--- src/rtl/addsub_arbiter_pkg.sv ---
`default_nettype none
// ============================================================================
// Module   : addsub_arbiter_pkg
// Brief    : Shared state encoding and saturation constants for addsub_arbiter.
// Revision : 1.0 - initial release
// ============================================================================
package addsub_arbiter_pkg;

    typedef enum logic [0:0] {
        ST_IDLE = 1'b0,
        ST_EXEC = 1'b1
    } state_t;

    localparam logic [15:0] SAT_POS = 16'h7FFF;
    localparam logic [15:0] SAT_NEG = 16'h8000;

endpackage
`default_nettype wire

--- src/rtl/addsub_arbiter_cla_16b.sv ---
`default_nettype none
// ============================================================================
// Module   : addsub_arbiter_cla_16b
// Brief    : CLA_16b - 16-bit saturating add/sub, 4x4-bit carry-lookahead.
// Revision : 1.0 - initial release
// ============================================================================
module addsub_arbiter_cla_16b
    import addsub_arbiter_pkg::*;
(
    input  logic [15:0] a,
    input  logic [15:0] b,
    input  logic        sub,
    output logic [15:0] s,
    output logic        ovfl,
    output logic        neg
);

    logic [15:0] w_b_eff;
    logic [15:0] w_p;
    logic [15:0] w_g;
    logic [15:0] w_c;
    logic [15:0] w_raw;
    logic [3:0]  w_gg;
    logic [3:0]  w_gp;
    logic [3:0]  w_gc;

    always_comb begin
        w_b_eff = sub ? ~b : b;
        w_p     = a ^ w_b_eff;
        w_g     = a & w_b_eff;
        for (int k = 0; k < 4; k++) begin
            w_gg[k] = w_g[4*k+3]
                    | (w_p[4*k+3] & w_g[4*k+2])
                    | (&w_p[4*k+2 +: 2] & w_g[4*k+1])
                    | (&w_p[4*k+1 +: 3] & w_g[4*k]);
            w_gp[k] = &w_p[4*k +: 4];
        end
        // Subtraction is A + ~B + 1, so the carry-in doubles as the op select
        w_gc[0] = sub;
        for (int k = 0; k < 3; k++) begin
            w_gc[k+1] = w_gg[k] | (w_gp[k] & w_gc[k]);
        end
        for (int k = 0; k < 4; k++) begin
            w_c[4*k] = w_gc[k];
            for (int j = 0; j < 3; j++) begin
                w_c[4*k+j+1] = w_g[4*k+j] | (w_p[4*k+j] & w_c[4*k+j]);
            end
        end
        w_raw = w_p ^ w_c;

        s    = w_raw;
        ovfl = 1'b0;
        if (a[15] && w_b_eff[15] && !w_raw[15]) begin
            s    = SAT_NEG;
            ovfl = 1'b1;
        end else if (!a[15] && !w_b_eff[15] && w_raw[15]) begin
            s    = SAT_POS;
            ovfl = 1'b1;
        end
        neg = s[15];
    end

endmodule
`default_nettype wire

--- src/rtl/addsub_arbiter.sv ---
`default_nettype none
// ============================================================================
// Module   : addsub_arbiter
// Brief    : Round-robin sharing of one saturating add/sub unit, 2-cycle ops.
// Revision : 1.0 - initial release
// ============================================================================
module addsub_arbiter
    import addsub_arbiter_pkg::*;
#(
    parameter int NUM_REQ = 2,
    parameter int WIDTH   = 16
) (
    input  logic                       clk,
    input  logic                       rst,
    input  logic [NUM_REQ-1:0]         req,
    input  logic [WIDTH*NUM_REQ-1:0]   op_a,
    input  logic [WIDTH*NUM_REQ-1:0]   op_b,
    input  logic [NUM_REQ-1:0]         sub,
    output logic [NUM_REQ-1:0]         gnt,
    output logic                       busy,
    output logic [NUM_REQ-1:0]         resp_valid,
    output logic [WIDTH-1:0]           result,
    output logic                       ovfl,
    output logic                       neg
);

    localparam int IDXW = (NUM_REQ > 2) ? 2 : 1;

    state_t            r_state;
    logic [IDXW-1:0]   r_rr_ptr;
    logic [IDXW-1:0]   r_idx;
    logic [WIDTH-1:0]  r_a;
    logic [WIDTH-1:0]  r_b;
    logic              r_sub;

    logic [IDXW:0]     w_pick;
    logic              w_any;
    logic [IDXW-1:0]   w_win;
    logic [IDXW-1:0]   w_next_ptr;
    logic [WIDTH-1:0]  w_s;
    logic              w_ovfl;
    logic              w_neg;

    // Scans downward so the requester closest to ptr (upward, wrapping) wins last
    function automatic logic [IDXW:0] rr_pick(input logic [NUM_REQ-1:0] r,
                                              input logic [IDXW-1:0]    ptr);
        logic [IDXW:0] pick;
        int            idx;
        pick = '0;
        for (int i = NUM_REQ - 1; i >= 0; i--) begin
            idx = (int'(ptr) + i) % NUM_REQ;
            if (r[idx]) pick = {1'b1, IDXW'(idx)};
        end
        return pick;
    endfunction

    always_comb begin
        w_pick     = rr_pick(req, r_rr_ptr);
        w_any      = w_pick[IDXW];
        w_win      = w_pick[IDXW-1:0];
        w_next_ptr = (w_win == IDXW'(NUM_REQ - 1)) ? '0 : w_win + 1'b1;
        gnt        = '0;
        if (r_state == ST_IDLE && w_any) gnt[w_win] = 1'b1;
        busy       = (r_state == ST_EXEC);
    end

    addsub_arbiter_cla_16b u_cla (
        .a    (r_a),
        .b    (r_b),
        .sub  (r_sub),
        .s    (w_s),
        .ovfl (w_ovfl),
        .neg  (w_neg)
    );

    always_ff @(posedge clk) begin
        if (rst) begin
            r_state    <= ST_IDLE;
            r_rr_ptr   <= '0;
            r_idx      <= '0;
            r_a        <= '0;
            r_b        <= '0;
            r_sub      <= 1'b0;
            resp_valid <= '0;
            result     <= '0;
            ovfl       <= 1'b0;
            neg        <= 1'b0;
        end else begin
            case (r_state)
                ST_IDLE: begin
                    resp_valid <= '0;
                    if (w_any) begin
                        r_a      <= op_a[int'(w_win)*WIDTH +: WIDTH];
                        r_b      <= op_b[int'(w_win)*WIDTH +: WIDTH];
                        r_sub    <= sub[w_win];
                        r_idx    <= w_win;
                        r_rr_ptr <= w_next_ptr;
                        r_state  <= ST_EXEC;
                    end
                end
                ST_EXEC: begin
                    result     <= w_s;
                    ovfl       <= w_ovfl;
                    neg        <= w_neg;
                    resp_valid <= NUM_REQ'(1) << r_idx;
                    r_state    <= ST_IDLE;
                end
                default: r_state <= ST_IDLE;
            endcase
        end
    end

endmodule
`default_nettype wire

--- config.mk ---
export PLATFORM = sky130hd
export DESIGN_NAME = addsub_arbiter
export DESIGN_NICKNAME = d
export VERILOG_FILES = /design/src/rtl/addsub_arbiter_pkg.sv /design/src/rtl/addsub_arbiter_cla_16b.sv /design/src/rtl/addsub_arbiter.sv
export SDC_FILE = /design/constraint.sdc
export NUM_CORES = 1
export LEC_CHECK = 0
export BUFFER_PORTS_ARGS = -buffer_cell sky130_fd_sc_hd__buf_2
export CAP_MARGIN = 15
export CORE_MARGIN = 5
export CORE_UTILIZATION = 40
export CTS_BUF_LIST = sky130_fd_sc_hd__clkbuf_8
export DETAILED_ROUTE_END_ITERATION = 10
export PLACE_DENSITY = 0.63
export SKIP_CTS_REPAIR_TIMING = 1
export SLEW_MARGIN = 20
export SYNTH_ARGS = -nofsm -noshare
export SYNTH_HDL_FRONTEND = slang
export SYNTH_SLANG_ARGS = --single-unit
--- constraint.sdc ---
create_clock -name clk -period 5.03 [get_ports clk]
set_input_delay 0.7545 -clock clk [delete_from_list [all_inputs] [get_ports clk]]
set_output_delay 0.7545 -clock clk [all_outputs]
set_load 0.02 [all_outputs]
==> impl_metrics.json <==
{
  "slew_viol_final": 0,
  "rsz0062_at_grt": "no",
  "hpwl_mm": 5.25,
  "wl_per_cell_um": 14.7,
  "setup_tns_ns": 0,
  "fin_area_um2": 3370,
  "cap_violations": 0,
  "syn_inst": 289,
  "critPathCaptureType": "register",
  "crit_path_start_kind": "register",
  "nets": 469,
  "cts_buffer_depth": 2,
  "place_inst": 461,
  "power_frac_clock": 0.217,
  "hold_end": "result[6]",
  "syn_nets": 386,
  "die_w_um": 93.9,
  "grt_overflow_total": 0,
  "grt_pass1_vias": 2431,
  "grt.total_usage": 0.162,
  "drt_iter0_drc": 198,
  "num_vias": 2409,
  "power.switching_mw": 0.336,
  "synth_common_cells": "dfxtp_1, nor2_1, a222oi_1",
  "p_int_mw": 0.694,
  "portBuffers": 92,
  "p_seq_frac": 0.497,
  "num_antenna_cells": 0,
  "core_um2": 6830,
  "cp_max_fo": 15,
  "die_h_um": 93.9,
  "worst_pin_slew_ns": 0.923,
  "leakage_nw": 1.69,
  "synth_edf_count": 0,
  "setup_viol": 0,
  "vdd_drop_max_mv": 0.116,
  "grt_pass1_wl_mm": 11.4,
  "max_freq_mhz": 228,
  "slew_headroom": 0.382,
  "p_total_mw": 1.03,
  "p_sw_frac": 0.326,
  "netlist_area_um2": 2820,
  "rr_startpoint": "r_sub",
  "fin_skew_ns": 0.00745,
  "synth_top_area_share": 0.391,
  "worstHoldStart": "result[6]",
  "ff2ff_setup_slack_ns": 0.65,
  "path_clk_slew_ns": 0.09,
  "required_ns": 5.24,
  "area_growth_pct": 19.7,
  "min_period_over_period": 0.870,
  "critPathKind": "register to register",
  "yosysWarnings": 0,
  "synth_area_leaders": "dfxtp_1, a222oi_1, fa_1, ha_1, nor2_1",
  "synth-async-reset-ratio": 0,
  "worst_r2r_endpoint": "ovfl",
  "io_pins": 93,
  "antenna_found_initial": 0,
  "r2r_cells": 15,
  "outcome": "finished clean",
  "htreeDepth": 2,
  "cp-startpoint": "r_sub",
  "layout_min_cycle_time_ns": 4.38,
  "drc": 0,
  "place_area_um2": 3300,
  "initial_core_util": 0.412,
  "clock_latency_ns": 0.31,
  "fillCellCount": 693,
  "place_congestion": 0.884,
  "holdWs_ns": 0.434,
  "tritoncts": "yes",
  "ys_ff_latch": 55,
  "grt_max_degree": 41,
  "yosysMostFrequentCell": "dfxtp_1",
  "synthFlopType": "dfxtp_1",
  "cts_root_buf": "clkbuf_8",
  "ys_seq_area_frac": 0.391,
  "yosysTopAreaCell": "dfxtp_1",
  "antenna_left": 0,
  "pwr-share-comb": 0.287,
  "via_per_inst": 5.16,
  "cp.arrival_ns": 4.59,
  "routed_wl_mm": 6.85,
  "worstHoldPathCells": 2,
  "rows": 30,
  "cts_buffers": 5,
  "synth_area_per_cell_um2": 9.74,
  "powerDensity_nw_per_um2": 306,
  "hold_violations": 0,
  "clkSinkCount": 55,
  "layout.cells.non_filler": 467,
  "ys_types": 33,
  "drt_first_pass_iters": 6,
  "drive_above_1_share": 0.286,
  "hold_path_class": "register to register",
  "dieArea_um2": 8820
}
## critical path, stage by stage, from the launching register on
cell,delay (ns)
dfxtp_1,0.77
buf_4,0.28
xor2_1,0.28
ha_1,0.31
a21o_1,0.16
a21oi_1,0.17
nand2_1,0.08
o31ai_1,0.29
fa_1,0.25
fa_1,0.18
inv_1,0.05
fa_1,0.35
inv_1,0.07
fa_1,0.45
nand2b_1,0.29
a311oi_1,0.29
## routing by layer
layer | part of all wire | GRT usage | routed length, um | up-vias
met5 | 0 | 0 | 0 | -
met4 | 0.018 | 0.0686 | 123 | 0
met3 | 0.070 | 0.0248 | 482 | 10
met2 | 0.44 | 0.252 | 3030 | 99
met1 | 0.47 | 0.224 | 3210 | 1106
li1 | - | - | - | 1194
## power groups by stage
stage	logic, mW	registers, mW	clock network, mW
floorplan	0.193	0.532	0
global placement	0.292	0.522	0
detailed placement	0.298	0.522	0
CTS	0.299	0.512	0.231
global route	0.337	0.518	0.250
finish	0.296	0.512	0.223
## cells by family after synthesis
family                     Yosys count  share of synthesized area
DFF                                 55                      0.391
xor gates and xnor gates            20                     0.0622
and+or+nand+nor                     76                      0.107
AOI/OAI and AO/OA                   65                      0.201
muxes                                2                    0.00711
adders and majority gates           27                      0.152
buffers and inverters               44                     0.0791
## cell type report
type	instances	area (um^2)	share of cell area
Timing Repair Buffer	97	498	0.148
Tap cell	96	120	0.0356
Multi-Input combinational cell	190	1490	0.443
Clock inverter	1	3.75	0.00111
Sequential cell	55	1100	0.327
Inverter	23	86.3	0.0256
Clock buffer	5	68.8	0.0204
## metrics by stage
step,setup WS (ns),util
finish,0.652,0.493
detailed placement,0.679,0.483
global placement,0.894,0.483
global route,0.304,0.493
floorplan,1.06,-
CTS,0.651,0.493
## worst max path at each step
stage | end | slack [ns] | depth (start not counted)
6_report | ovfl | 0.65 | 15
5_1_grt | ovfl | 0.30 | 15
4_1_cts | ovfl | 0.65 | 15
3_5_place_dp | ovfl | 0.68 | 15
3_3_place_gp | ovfl | 0.89 | 15
2_1_floorplan | result[0] | 1.06 | 18
## sequential cells by signal (all words and copies together) (netlist names)
| signal | cells |
|---|---|
| r_rr_ptr | 1 |
| r_b | 16 |
| r_sub | 1 |
| ovfl | 1 |
| result | 16 |
| r_idx | 1 |
| r_a | 16 |
| resp_valid | 2 |
| busy | 1 |
## layout by cell type, fill, tap and decap left out
cell / count
nand2b_1: 1
nor2b_1: 2
a211oi_4: 1
nand4_1: 1
a21o_1: 2
a21oi_1: 6
buf_2: 92
inv_2: 1
o2111a_1: 1
buf_4: 5
nand2_1: 26
dfxtp_1: 55
o31a_1: 1
xnor2_1: 3
nor2_1: 44
a31oi_1: 1
nand3_1: 1
a22o_1: 8
o21ai_0: 8
o211a_1: 1
o31ai_1: 1
fa_1: 12
mux2i_1: 2
a222oi_1: 33
o21ai_2: 1
nand2b_2: 1
ha_1: 15
a311oi_1: 1
clkbuf_8: 5
inv_1: 23
xor2_1: 17
(Power assumes the default switching activity.)
